`src/rtl/bloom_pkg.sv`:
```
// Shared constants and types for the bloom/TPN datapath.
// Sizes for the page-number records and the drain FSM state type.
package bloom_pkg;

    localparam int NOP       = 4096;
    localparam int P_SIZE    = 12;
    localparam int PPB       = 64;
    localparam int NOB       = 64;
    localparam int NOP_WIDTH = 12;
    localparam int B_SIZE    = 768;
    localparam int CNT_W     = 7;
    localparam int TOTAL_W   = 13;

    typedef logic [NOP_WIDTH-1:0] tpn_t;

    typedef enum logic {
        IDLE  = 1'b0,
        DRAIN = 1'b1
    } drain_state_e;

    // Records never hold more than PPB entries; larger counts are clipped.
    function automatic logic [CNT_W-1:0] clip_cnt(input logic [CNT_W-1:0] c);
        return (c > CNT_W'(PPB)) ? CNT_W'(PPB) : c;
    endfunction

endpackage

```
`src/rtl/tpn_shift_reg.sv`:
```
// Holding register for one block record: loads the packed TPN array and
// shifts it out one 12-bit entry at a time, tracking the remaining count.
module tpn_shift_reg
    import bloom_pkg::*;
(
    input  logic              clk,
    input  logic              rst,
    input  logic              load_i,
    input  logic              shift_i,
    input  logic [B_SIZE-1:0] arr_i,
    input  logic [CNT_W-1:0]  cnt_i,
    input  logic              last_i,
    output tpn_t              head_o,
    output logic [CNT_W-1:0]  remain_o,
    output logic              last_o
);

    logic [B_SIZE-1:0] arr_q, arr_d;
    logic [CNT_W-1:0]  cnt_q, cnt_d;
    logic              last_q, last_d;

    always_comb begin
        arr_d  = arr_q;
        cnt_d  = cnt_q;
        last_d = last_q;
        if (load_i) begin
            arr_d  = arr_i;
            cnt_d  = cnt_i;
            last_d = last_i;
        end else if (shift_i && (cnt_q != '0)) begin
            arr_d = arr_q >> NOP_WIDTH;
            cnt_d = cnt_q - CNT_W'(1);
        end
    end

    always_ff @(posedge clk or negedge rst) begin
        if (!rst) begin
            arr_q  <= '0;
            cnt_q  <= '0;
            last_q <= 1'b0;
        end else begin
            arr_q  <= arr_d;
            cnt_q  <= cnt_d;
            last_q <= last_d;
        end
    end

    assign head_o   = arr_q[NOP_WIDTH-1:0];
    assign remain_o = cnt_q;
    // Only the final remaining entry of a last-block record carries the flag.
    assign last_o   = last_q && (cnt_q == CNT_W'(1));

endmodule

```
`src/rtl/tpn_drain.sv`:
```
// Drains per-block match records into a stream of single TPNs.
// Optional TPN_DRAIN_STATS_EN macro enables the per-scan total_cnt counter.
module tpn_drain
    import bloom_pkg::*;
(
    input  logic               clk,
    input  logic               rst,
    input  logic               in_valid,
    output logic               in_ready,
    input  logic [B_SIZE-1:0]  in_tpn_arr,
    input  logic [CNT_W-1:0]   in_cnt,
    input  logic               in_last,
    output logic               out_valid,
    input  logic               out_ready,
    output tpn_t               out_tpn,
    output logic               out_last,
    output logic               scan_done,
    output logic [TOTAL_W-1:0] total_cnt,
    output drain_state_e       dbg_state
);

    // Handshakes: a transfer happens on a rising edge where valid && ready;
    // valid never waits for ready, and out_* holds steady until accepted.
    drain_state_e     state_q;
    logic             scan_done_q;
    logic             in_fire, capture, out_fire, final_fire, set_done;
    tpn_t             head;
    logic [CNT_W-1:0] remain;
    logic             head_last;

    assign in_ready   = (state_q == IDLE);
    assign in_fire    = in_valid && in_ready;
    assign capture    = in_fire && (in_cnt != '0);
    assign out_valid  = (state_q == DRAIN);
    assign out_fire   = out_valid && out_ready;
    assign final_fire = out_fire && (remain == CNT_W'(1));
    assign set_done   = (in_fire && (in_cnt == '0) && in_last) ||
                        (final_fire && head_last);

    tpn_shift_reg u_shift (
        .clk      (clk),
        .rst      (rst),
        .load_i   (capture),
        .shift_i  (out_fire),
        .arr_i    (in_tpn_arr),
        .cnt_i    (clip_cnt(in_cnt)),
        .last_i   (in_last),
        .head_o   (head),
        .remain_o (remain),
        .last_o   (head_last)
    );

    always_ff @(posedge clk or negedge rst) begin
        if (!rst) begin
            state_q     <= IDLE;
            scan_done_q <= 1'b0;
        end else begin
            scan_done_q <= set_done;
            case (state_q)
                IDLE:    if (capture) state_q <= DRAIN;
                DRAIN:   if (final_fire) state_q <= IDLE;
                default: state_q <= IDLE;
            endcase
        end
    end

    assign out_tpn   = head;
    assign out_last  = out_valid && head_last;
    assign scan_done = scan_done_q;
    assign dbg_state = state_q;

`ifdef TPN_DRAIN_STATS_EN
    logic [TOTAL_W-1:0] total_q;
    logic               clear_pend_q;

    // The count of a finished scan stays visible until the next scan starts.
    always_ff @(posedge clk or negedge rst) begin
        if (!rst) begin
            total_q      <= '0;
            clear_pend_q <= 1'b0;
        end else if (capture && clear_pend_q) begin
            total_q      <= '0;
            clear_pend_q <= 1'b0;
        end else begin
            if (set_done) clear_pend_q <= 1'b1;
            if (out_fire && (total_q < TOTAL_W'(NOP))) total_q <= total_q + TOTAL_W'(1);
        end
    end

    assign total_cnt = total_q;
`else
    assign total_cnt = '0;
`endif

endmodule

```
`config.mk`:
```
export PLATFORM = sky130hd
export DESIGN_NAME = tpn_drain
export DESIGN_NICKNAME = d
export VERILOG_FILES = /design/src/rtl/bloom_pkg.sv /design/src/rtl/tpn_shift_reg.sv /design/src/rtl/tpn_drain.sv
export SDC_FILE = /design/constraint.sdc
export NUM_CORES = 2
export LEC_CHECK = 0
export ABC_CLOCK_PERIOD_IN_PS = 4700
export CORE_MARGIN = 2
export CORE_UTILIZATION = 55
export CTS_CLUSTER_SIZE = 40
export DETAILED_ROUTE_END_ITERATION = 12
export GPL_TIMING_DRIVEN = 1
export HOLD_SLACK_MARGIN = 0.12
export MAX_ROUTING_LAYER = met4
export PLACE_DENSITY = 0.83
export REMOVE_ABC_BUFFERS = 1
export SYNTH_ARGS = -nofsm -noshare
export SYNTH_HDL_FRONTEND = slang
export SYNTH_HIERARCHICAL = 1
export SYNTH_SLANG_ARGS = --single-unit
export TNS_END_PERCENT = 10
```
`constraint.sdc`:
```
create_clock -name clk -period 4.7 [get_ports clk]
set_input_delay 0.94 -clock clk [delete_from_list [all_inputs] [get_ports clk]]
set_output_delay 0.94 -clock clk [all_outputs]
set_load 0.01 [all_outputs]
```
* Word level (Yosys, flattened, before mapping)
Cells that the tools add are included.
** Operators by class
- $add $sub $neg :: 1
- Multipliers :: 0
- Div/mod/pow operators :: 0
- Magnitude comparators :: 1
- Equality and inequality tests :: 1
- Shift-type cells :: 0
- Mux-type cells :: 8
- Bitwise gates (word level) :: 1
- Reductions and logical operators :: 15
** Operators with widths (count)
- $mux 768 :: 2
- $mux 7 :: 3
- $reduce_bool 7->1 :: 2
- $logic_and 1x1->1 :: 10
- $eq 7x1->1 const B :: 1
- $gt 7x7->1 const B :: 1
- $logic_not 7->1 :: 1
- $sub 7x1->7 const B :: 1
- $mux 1 :: 2
- $pmux 1 s2 :: 1
- $reduce_bool 2->1 :: 1
- $logic_or 1x1->1 :: 1
- $not 1->1 :: 1
** Word-level totals
- Register bits after elaboration :: 778
- Latch bits :: 0
- Bits in writable memories :: 0
- Memory bits (read-only) :: 0
- Bits of input ports :: 780
- Output and inout bits :: 30
- Word-level logic and storage cells :: 32
- Memories kept :: 0

* Logic depth before layout (Yosys ltp)
- Word-level depth :: 5
- Depth in mapped cells :: 10
- Gate-level depth less buffers :: 6

* Cells and area by module
Netlist, hierarchy kept.
** Modules (own cells, without submodules)
- tpn_shift_reg :: times used 1, cells an instance 6088, area an instance 52216.3 sq um, seq. area each 19418.6 sq um
- tpn_drain :: times used 1, cells an instance 37, area an instance 301.5 sq um, seq. area each 50.0 sq um

* Worst setup path before layout
No wires, ideal clock.
- Kind :: input-to-reg
- From :: input port in_cnt[1]
- To :: register u_shift.arr_q[711]
- Setup time :: 0.124 ns
- Data arrival time :: 2.716 ns
- Data required time :: 4.576 ns
- Path slack :: 1.860 ns
- Stages on the path :: 8
- Buffers on the path :: 4
- Path through :: or4_4 -> nor4_4 -> nor2_1 -> clkbuf_1 -> buf_2 -> buf_1 -> clkbuf_1 -> o31a_1
** On the way
- Cells in the longest elaborated chain, start to end :: 3
- Elaborated cells between the ends (all ways) :: 4
- Those cells by class :: mux (1); reduce/logical (3)
** RTL lines
- from (decl) :: line tpn_drain.sv:11 : input logic [CNT_W-1:0] in_cnt,
- $reduce_bool 7->1 (*) :: line tpn_drain.sv:33 : assign capture = in_fire && (in_cnt != '0);
- $logic_and 1x1->1 (*) :: line tpn_drain.sv:33
- via capture :: line tpn_drain.sv:26 : logic in_fire, capture, out_fire, final_fire, set_done;
- $mux 768 / $reduce_bool 2->1 (equally long branches)
- to (signal assigned) :: line tpn_shift_reg.sv:42 : arr_q <= arr_d;
- to (decl) :: line tpn_shift_reg.sv:18 : logic [B_SIZE-1:0] arr_q, arr_d;
The timed path passes the listed nets; every way through them passes the cells marked *.
A chain may end at the register's enable or synchronous reset.

* Worst setup path in the final report
- From :: register u_shift.cnt_q[3], in the netlist u_shift/remain_o[3]
- To :: output port out_last
** On the way
- Cells in the longest elaborated chain, start to end :: 3
** RTL lines
- from (decl) :: line tpn_shift_reg.sv:19 : logic [CNT_W-1:0] cnt_q, cnt_d;
- from (signal assigned) :: line tpn_shift_reg.sv:43 : cnt_q <= cnt_d;
- $eq 7x1->1 :: line tpn_shift_reg.sv:51 : assign last_o = last_q && (cnt_q == CNT_W'(1));
- $logic_and 1x1->1 :: line tpn_shift_reg.sv:51
- via head_last :: line tpn_drain.sv:29 : logic head_last;
- $logic_and 1x1->1 :: line tpn_drain.sv:68 : assign out_last = out_valid && head_last;
- to (decl) :: line tpn_drain.sv:16 : output logic out_last,
The timed path passes the listed nets, and every way through them passes these cells.

==> impl_metrics.csv <==
group,metric,value,unit
clocking,cts-resized-gates,0,
detailed_routing,route.antenna.remaining_nets,0,
layout,regArea,19500,sq um
synth,synthCells,6125,
placed_design,port_buffers,796,
worst_setup_path,cpPeakStageDelay,0.65,ns
clocking,clock_path_buffers,3,
timing,finalClockSkew,0.0299,ns
flow_run,cap_viol_max_count,0,
global_routing,top_usage_layer,"met2",
worst_hold_path,hold_path.class,"input pin to async pin",
worst_setup_path,critPathCaptureType,"output port",
worst_setup_path,critical_path.max_fanout,9,
detailed_routing,drc,0,
clocking,htree_levels,3,
die,core_area,94900,sq um
synth,ys_async_sr_fraction,1.00,
synth,yosysTopAreaCellShare,0.371,
synth,synth-main-ff-cell,"dfrtp_1",
placed_design,hpwlAfterDp,97700,um
synth,netlist.top_cell.by_area,"dfrtp_1",
clocking,postCtsHoldBufs,0,
detailed_routing,wl_per_cell,18.9,um
clocking,cts_setup_buffers,0,
layout,drive_gt1_frac,0.160,
timing,period_minus_slack,3.73,ns
detailed_routing,drt_pass1_iterations,6,
layout,multi_input_area,30000,sq um
global_routing,grt_pass1_vias,43300,
synth,synth_edf_count,0,
worst_setup_path,path_buf_inv,1,
layout,layout.nets,7233,
clocking,numCtsBuffers,88,
timing,finalCritPeriodShare,0.793,
worst_setup_path,arrival,2.79,ns
layout,syn2layout_area_growth,21.5,%
synth,seq_area_frac_synth,0.371,
detailed_routing,viasPerCell,5.95,
global_routing,antenna_found_initial,34,
detailed_routing,initialDrtViolationCount,4789,
worst_setup_path,required,3.76,ns
die,dieArea,98000,sq um
global_routing,grt_max_degree,187,
die,num_rows,113,
synth,synth_cell_types,41,
pwr,ir_drop,0.464,mV
timing,drv_slew,0,
clocking,clkLatencyLatePin,0.66,ns
synth,synth-seq-cells,778,
pwr,swShare,0.388,
die,pin_count,810,
global_routing,grt_usage,0.299,
pwr,internal_power,23700,uW
synth,netlist_top_cells_area,"dfrtp_1, o31a_1, a31o_2",
clocking,clkTransAtPathRegs,0.06,ns
pwr,combPwrFrac,0.496,
timing,rsz0062_at_grt,"false",
clocking,cts_tree,"yes",
timing,worst_slack,0.972,ns
clocking,cts-root-buf,"clkbuf_16",
timing,fmax,0.268,GHz
die,die_h,313,um
global_routing,met3_usage,0.0420,
synth,netlist_area,52500,sq um
detailed_routing,num_vias,46600,
worst_setup_path,cp_slowest_cell,"or4_1",
pwr,seqPwrFrac,0.320,
timing,worst_pin_slew,0.863,ns
timing,fin_tns_setup,0,ns
synth,synthTopCellsByCount,"dfrtp_1, nand2_1, nand2b_1, nor2b_1",
worst_setup_path,crit_type,"flop to output port",
placed_design,gp_congestion,0.880,
worst_setup_path,cp-start-kind,"flop",
layout,fill_cells,7541,
status,status,"finished clean",
global_routing,use_met1,0.382,
global_routing,grt_overflow_total,0,
worst_setup_path,path_delay_family,"simple AND/OR/NAND/NOR gates",
timing,setup_viol,0,
global_routing,grtUsageMet2,0.470,
pwr,power_density,608,nW/um^2
die,die_w,313,um
pwr,power_leakage,0.0250,uW
timing,maxSlewHeadroom,0.423,
global_routing,grt_pass1_wl,231000,um
clocking,clkSinkCount,778,
synth,syn_avg_cell_area,8.57,sq um
synth,yosysMostFrequentCell,"dfrtp_1",
worst_setup_path,crit_chain,"or4_1, nor3_1, and2_1, clkdlybuf4s50_1",
detailed_routing,drt_wl_total,148000,um
pwr,switching_power,15000,uW
pwr,clockPowerShare,0.184,
synth,yosysWarnings,6,
placed_design,dp_slack,1.02,ns
timing,hold_viol_final,0,
layout,final_util,0.672,
die,start_util,0.554,
worst register-to-register path: stages (launching register included):
cell and delay, ns:
dfrtp_1 0.44, inv_1 0.09, ha_1 0.22, nor2b_4 0.65
buf_12 0.29, buf_4 0.26, buf_12 0.30, a21oi_1 0.22
o31a_1 0.28
metrics by stage:
| step | std cells | total power, uW | instance area [sq um] | hold slack, ns |
|---|---|---|---|---|
| 6_report | 7821 | 38800 | 63800 | 0.280 |
| 5_1_grt | 7816 | 41500 | 63800 | 0.348 |
| 4_1_cts | 7783 | 38800 | 63700 | 0.325 |
| 3_5_place_dp | 7626 | 31500 | 60700 | 0.510 |
| 3_3_place_gp | 7626 | 30700 | 60700 | 0.502 |
| 2_1_floorplan | 5429 | 24200 | 49500 | 0.481 |
power by group through the flow:
stage          Clock, uW  Sequential (uW)  Combinational (uW)
3_3_place_gp           0            12200               18500
6_report            7140            12400               19200
3_5_place_dp           0            12500               19100
2_1_floorplan          0            11500               12700
5_1_grt             7530            12900               21200
4_1_cts             7250            12400               19200
metal layers:
layer	share of wire	vias to the layer above	routed length [um]
met5	0	-	0
met4	0.044	0	6480
met3	0.058	280	8560
met2	0.48	1411	71400
met1	0.42	22500	61500
li1	-	22400	-
cell type report:
cell class / instances / area share
Multi-Input combinational cell: 4648 / 0.470
Sequential cell: 778 / 0.305
Timing Repair Buffer: 932 / 0.152
Clock buffer: 128 / 0.0410
Tap cell: 1265 / 0.0248
Clock inverter: 29 / 0.00541
Antenna cell: 38 / 0.00149
Inverter: 3 / 0.000177
registers in the layout, indices dropped and copies added (netlist names):
register,cells
u_shift/remain_o,7
u_shift/last_q,1
scan_done,1
dbg_state,1
u_shift/arr_q,768
cells in the final DEF (no fill, tap or decap), drive strengths merged, types with 2 or more instances in the layout:
| cell type | instances |
|---|---|
| a21oi | 758 |
| bufinv | 7 |
| nor2b | 764 |
| o211ai | 2 |
| nor4 | 3 |
| o21ai | 16 |
| and2 | 2 |
| clkdlybuf4s50 | 795 |
| conb | 13 |
| diode | 38 |
| nor3 | 2 |
| nand2 | 776 |
| nor2 | 5 |
| clkbuf | 128 |
| ha | 2 |
| a31o | 757 |
| o31a | 758 |
| inv | 6 |
| dfrtp | 778 |
| nand2b | 770 |
| or4 | 3 |
| buf | 137 |
| clkinv | 18 |
path summary, 6_finish.rpt:
check,startpoint,endpoint,slack [ns],depth (start not counted)
setup reg to reg,u_shift/remain_o[0],u_shift/arr_q[35],1.83,8
hold reg to reg,u_shift/last_q,u_shift/last_q,0.53,1
hold / removal,rst,u_shift/arr_q[175],0.28,1
min in group clk,u_shift/last_q,u_shift/last_q,0.53,1
max in group asynchronous,rst,u_shift/arr_q[753],3.13,3
setup / recovery,u_shift/remain_o[3],out_last,0.97,4
cell families (layout without fill, tap and decap cells):
kind of cell,Yosys count,in the layout,share of synthesized area
adders and majority gates,2,2,0.000476
other,1,51,0.0000714
AOI/OAI and AO/OA,2299,2299,0.328
buffers and inverters,711,1092,0.0590
muxes,1,1,0.000214
and+or+nand+nor,2333,2333,0.242
DFF,778,778,0.371
No activity file was read; power rests on OpenSTA's default activity.
